<file path="config.mk">
export PLATFORM = sky130hd
export DESIGN_NAME = dmem_responder
export DESIGN_NICKNAME = d
export VERILOG_FILES = /design/src/rtl/lc3b_types.sv /design/src/rtl/dmem_watchdog.sv /design/src/rtl/dmem_responder.sv
export SDC_FILE = /design/constraint.sdc
export NUM_CORES = 1
export LEC_CHECK = 0
export ABC_CLOCK_PERIOD_IN_PS = 1700
export CORE_ASPECT_RATIO = 2
export CORE_MARGIN = 5
export CORE_UTILIZATION = 41
export CTS_CLUSTER_SIZE = 24
export DETAILED_ROUTE_END_ITERATION = 8
export PLACE_DENSITY = 0.83
export SETUP_SLACK_MARGIN = 0.1
export SYNTH_ARGS = -nofsm -noshare
export SYNTH_HDL_FRONTEND = slang
export SYNTH_SLANG_ARGS = --single-unit
</file>
<file path="constraint.sdc">
create_clock -name clk -period 1.7 [get_ports clk]
set_clock_uncertainty 0.1 [all_clocks]
set_input_delay 0.34 -clock clk [delete_from_list [all_inputs] [get_ports clk]]
set_output_delay 0.34 -clock clk [all_outputs]
set_load 0.03 [all_outputs]
</file>
<file path="src/rtl/lc3b_types.sv">
// Shared types and constants for the LC-3b data-memory responder.
package lc3b_types;

  typedef enum logic [1:0] {
    IDLE,
    ACCESS,
    DONE
  } dmem_state_t;

  localparam int unsigned DMEM_TIMEOUT_DEFAULT = 255;
  localparam int unsigned DMEM_ADDR_WIDTH      = 16;
  localparam int unsigned DMEM_DATA_WIDTH      = 16;
  localparam int unsigned DMEM_WD_WIDTH        = 16;

  // Physical memory is word addressed; the byte-select bit is dropped.
  function automatic logic [DMEM_ADDR_WIDTH-1:0] word_align(input logic [DMEM_ADDR_WIDTH-1:0] a);
    return {a[DMEM_ADDR_WIDTH-1:1], 1'b0};
  endfunction

endpackage

</file>
<file path="src/rtl/dmem_watchdog.sv">
// Access watchdog: counts cycles spent waiting on physical memory and
// flags the last permitted cycle.
module dmem_watchdog
  import lc3b_types::*;
#(
  parameter int unsigned TIMEOUT_CYCLES = DMEM_TIMEOUT_DEFAULT
) (
  input  logic clk,
  input  logic reset_n,
  input  logic clear,
  input  logic enable,
  output logic terminal_c
);

  logic [DMEM_WD_WIDTH-1:0] count;

  assign terminal_c = (count == DMEM_WD_WIDTH'(TIMEOUT_CYCLES - 1));

  // Saturates at the terminal value so a stalled enable cannot wrap around.
  always_ff @(posedge clk) begin
    if (!reset_n) begin
      count <= '0;
    end else if (clear) begin
      count <= '0;
    end else if (enable && !terminal_c) begin
      count <= count + DMEM_WD_WIDTH'(1);
    end
  end

endmodule

</file>
<file path="src/rtl/dmem_responder.sv">
// MEM-stage data-memory responder: bridges level-held pipeline requests to a
// variable-latency physical memory and returns a one-cycle completion pulse.
module dmem_responder
  import lc3b_types::*;
#(
  parameter int unsigned TIMEOUT_CYCLES = DMEM_TIMEOUT_DEFAULT,
  parameter int unsigned COUNT_WIDTH    = 16
) (
  input  logic                       clk,
  input  logic                       reset_n,
  input  logic                       mem_read,
  input  logic                       mem_write,
  input  logic [DMEM_ADDR_WIDTH-1:0] mem_address,
  input  logic [DMEM_DATA_WIDTH-1:0] mem_wdata,
  input  logic [1:0]                 mem_byte_enable,
  input  logic                       advance,
  input  logic                       second_cycle_request,
  output logic                       data_response,
  output logic [DMEM_DATA_WIDTH-1:0] mem_rdata,
  output logic                       pmem_read,
  output logic                       pmem_write,
  output logic [DMEM_ADDR_WIDTH-1:0] pmem_address,
  output logic [DMEM_DATA_WIDTH-1:0] pmem_wdata,
  output logic [1:0]                 pmem_byte_enable,
  input  logic                       pmem_resp,
  input  logic [DMEM_DATA_WIDTH-1:0] pmem_rdata,
  output logic                       mem_error,
  output logic [COUNT_WIDTH-1:0]     access_count
);

  dmem_state_t state;
  logic        armed;
  logic        scr_q;
  logic        wd_terminal_c;
  logic        arm_set_c;
  logic        accept_c;
  logic        finish_c;

  // A request seen alongside advance belongs to the retiring instruction.
  assign arm_set_c = advance | (second_cycle_request & ~scr_q);
  assign accept_c  = (state == IDLE) & armed & ~advance & (mem_read | mem_write);
  assign finish_c  = (state == ACCESS) & (pmem_resp | wd_terminal_c);

  dmem_watchdog #(
    .TIMEOUT_CYCLES(TIMEOUT_CYCLES)
  ) u_watchdog (
    .clk       (clk),
    .reset_n   (reset_n),
    .clear     (state != ACCESS),
    .enable    (state == ACCESS),
    .terminal_c(wd_terminal_c)
  );

  always_ff @(posedge clk) begin
    if (!reset_n) begin
      state            <= IDLE;
      armed            <= 1'b1;
      scr_q            <= 1'b0;
      data_response    <= 1'b0;
      mem_rdata        <= '0;
      pmem_read        <= 1'b0;
      pmem_write       <= 1'b0;
      pmem_address     <= '0;
      pmem_wdata       <= '0;
      pmem_byte_enable <= '0;
      mem_error        <= 1'b0;
      access_count     <= '0;
    end else begin
      data_response <= 1'b0;
      scr_q         <= second_cycle_request;

      case (state)
        IDLE: begin
          if (accept_c) begin
            pmem_address     <= word_align(mem_address);
            pmem_wdata       <= mem_wdata;
            pmem_byte_enable <= mem_write ? mem_byte_enable : 2'b11;
            pmem_write       <= mem_write;
            pmem_read        <= mem_read & ~mem_write;
            if (mem_read && mem_write) begin
              mem_error <= 1'b1;
            end
            state <= ACCESS;
          end
        end
        ACCESS: begin
          if (finish_c) begin
            pmem_read  <= 1'b0;
            pmem_write <= 1'b0;
            // A real response beats a coincident timeout.
            if (pmem_resp) begin
              if (pmem_read) begin
                mem_rdata <= pmem_rdata;
              end
            end else begin
              mem_rdata <= '0;
              mem_error <= 1'b1;
            end
            data_response <= 1'b1;
            access_count  <= access_count + COUNT_WIDTH'(1);
            armed         <= 1'b0;
            state         <= DONE;
          end
        end
        DONE: begin
          state <= IDLE;
        end
        default: begin
          state <= IDLE;
        end
      endcase

      if (arm_set_c) begin
        armed <= 1'b1;
      end
    end
  end

endmodule

</file>
==> results of run 1 <==
[placed cells by master, fill, tap and decap left out, types with 10 or more instances in the layout]
| cell | n |
|---|---|
| mux2i_1 | 14 |
| dlygate4sd2_1 | 61 |
| a21oi_1 | 40 |
| buf_4 | 60 |
| nand2_1 | 53 |
| clkbuf_16 | 14 |
| nand4_1 | 13 |
| nand2b_1 | 13 |
| nor2_1 | 10 |
| buf_6 | 12 |
| nand2_4 | 27 |
| dfxtp_2 | 16 |
| a211oi_2 | 13 |
| dfxtp_1 | 69 |
| a21oi_2 | 38 |
| clkdlybuf4s50_1 | 54 |
[state kept, by name, summed over array words and instances, names as in the netlist]
register and count:
scr_q 1, pmem_address 15, mem_error 1, access_count 16
pmem_read 1, state 2, mem_rdata 16, u_watchdog.count 16
armed 1, pmem_write 1, pmem_wdata 16, data_response 1
pmem_byte_enable 2
[critical path: cells and delay by family, from the launching register on]
| family | cells | cell delay (ns) |
|---|---|---|
| AO/OA/AOI/OAI | 2 | 0.40 |
| AND/OR/NAND/NOR | 2 | 0.38 |
| flip-flops | 1 | 0.34 |
| adder cells (fa/ha/maj) | 1 | 0.15 |
| buffers and inverters | 3 | 0.34 |
[what timing repair did]
action,4_1_cts,5_1_grt
buffers inserted,10,2
gates cloned,2,7
resized for setup,123,151
pin swaps,21,71
hold endpoints to repair,0,0
setup endpoints to repair,151,95
[cells by family (layout without fill, tap and decap cells)]
kind of cell	count (synthesis)	in the layout	synth area share (%)
mux	14	14	3.65
fa+ha+maj	3	3	0.979
xor+xnor	3	3	0.685
simple gates	177	177	23.7
flops	89	89	46.4
compound gates	132	132	20.3
buf+inv	38	232	4.14
other cells	1	1	0.0978
[routing by layer]
metal	global-route usage [%]	wire (um)	vias to the layer above
met4	12.6	768	0
met2	42.5	8640	190
met3	5.71	867	56
li1	-	-	2023
met5	0	0	-
met1	21.8	5270	2178
[through the flow]
stage               power [mW]  utilization [%]  TNS [ns]
floorplan                 2.56                -   -0.0544
global placement          2.93             61.1     -9.93
detailed placement        2.95             61.1    -12.98
CTS                       5.20             67.6    -0.418
global route              5.60             75.2     -4.50
finish                    5.46             75.2    -0.899
[power groups by stage]
stage | Combinational (mW) | Clock (mW) | Sequential [mW]
after global placement | 0.701 | 0 | 2.23
final | 0.945 | 2.32 | 2.19
after CTS | 0.709 | 2.31 | 2.18
after floorplan | 0.215 | 0 | 2.35
after detailed placement | 0.720 | 0 | 2.23
after global routing | 0.995 | 2.41 | 2.20
[final cells by class]
cell class	count	share of cell area, %
Clock buffer	11	3.48
Clock inverter	5	1.45
Inverter	6	0.323
Multi-Input combinational cell	330	37.3
Sequential cell	89	26.1
Tap cell	104	1.87
Timing Repair Buffer	210	29.4
[path summary, 6_finish.rpt]
path / startpoint / to / slack, ns / cells after the start
worst max-delay path: u_watchdog.count[0] / u_watchdog.count[7] / -0.14 / 8
worst min-delay path: advance / armed / 0.26 / 2
worst max register to register: u_watchdog.count[0] / u_watchdog.count[7] / -0.14 / 8
worst min register to register: pmem_address[3] / pmem_address[3] / 0.36 / 2
==> metrics.csv, run 1 <==
metric,value,unit
DRC Markers,0,
Die ar.,11500,um^2
Reg area,1820,um^2
layout filler cell count,562,
CP startpoint kind,flop,
first-pass GRT wire length,20900,um
dpl cells,719,
Cells after Synth,457,
Net Sw Frac,25.9,%
Clock Tree Buf Depth,2,
Synth area leaders,"dfxtp_1 (46%), a21oi_1 (11%), nand2_1 (8.5%), a211oi_1 (3.7%), mux2i_1 (3.7%)",
Nets,706,
Flop pwr share,40.1,%
Peak VDD IR,627,uV
Synth Flop Type,dfxtp_1,
CP required,1.81,ns
layout cell share with drive strength beyond 1,39.3,%
CTS H-Tree Depth,3,
largest net degree at the start of global routing,33,
Clock Latency Late Sink,0.34,ns
clock network fraction of design power,42.5,%
WHS,0.265,ns
initial antenna violation count,0,
crit-path max FO,7,
Final GP Congestion,0.816,
synthesized area per cell,8.39,um^2
"Area growth, synth to finish",81.6,%
CP Cell Sequence,"inv_2, ha_4, and3_4, and4_4, buf_12, buf_4, o31ai_1, a21oi_1",
Antenna diodes,0,
Core Box Area,9260,um^2
IO Pins,127,
RSZ-0062 raised after global routing,true,
status,finished with violations,
grt ovf,0,
final number of hold-violating endpoints,0,
pre-CTS setup slack,-0.304,ns
Setup WS post-layout,-0.141,ns
Synth Warn #,0,
number of global-route vias before repair,4357,
"area leader, netlist",dfxtp_1,
crit share post-route,108,%
register area share after synthesis,46.4,%
leakage power,3.00,nW
max_cap viols,0,
crit path max-delay cell type,dfxtp_2,
count of different cell masters after synthesis,49,
clock sink total,89,
Post-DRT Antenna Nets,0,
starting DRC count in detailed routing,276,
P_sw,1.41,mW
Internal Power,4.05,mW
Vias,4447,
Post-Layout Cell Count,755,
Final Cell Area,6970,um^2
Routed WL,15500,um
GRT Total Usage,22.6,%
WL/cell,20.6,um
Fmax,0.543,GHz
Mapped Nets,517,
Final Max Tran Viols,0,
commonest cells in the netlist,"dfxtp_1 (89), nand2_1 (87), a21oi_1 (81)",
Multi-input gate area,2600,um^2
DP Area,5660,um^2
crit-path max cell delay,0.34,ns
"Clk pin slew, worst setup/hold paths",0.07,ns
#FFs+latches synth,89,
Root Buffer,clkbuf_16,
Syn Std Cell Area,3840,um^2
"Hold-fix buffers, CTS",0,
Final setup viols,15,
DIE WIDTH,78.4,um
initial core utilization,41.4,%
drt first pass iters,5,
P per Cell Area,784,nW/um^2
failing checks,setup timing,
hpwl dp,9320,um
CTS tree,yes,
input/output buffers,124,
minimum clock period,1.84,ns
Post-synth EDFFs,0,
most frequent cell after synthesis,dfxtp_1,
Logic pwr share,17.3,%
Hold Path Class,input pin to flop,
Vias/cell,5.89,
site row count,50,
Critical Path End Type,flop,
Yosys top cell area share,46.4,%
CP arrival,1.96,ns
ys async rst share,0,%
cts bufs inserted,9,
height of the die,147,um
critical path class,flop to flop,
Note: power is estimated with default switching activity, not from simulation.
==> run 2: changes to the inputs <==
SLEW_MARGIN = 5   (was not set)
==> results of run 2 <==
Final layout, timing and power as in run 1 (identical DEF).
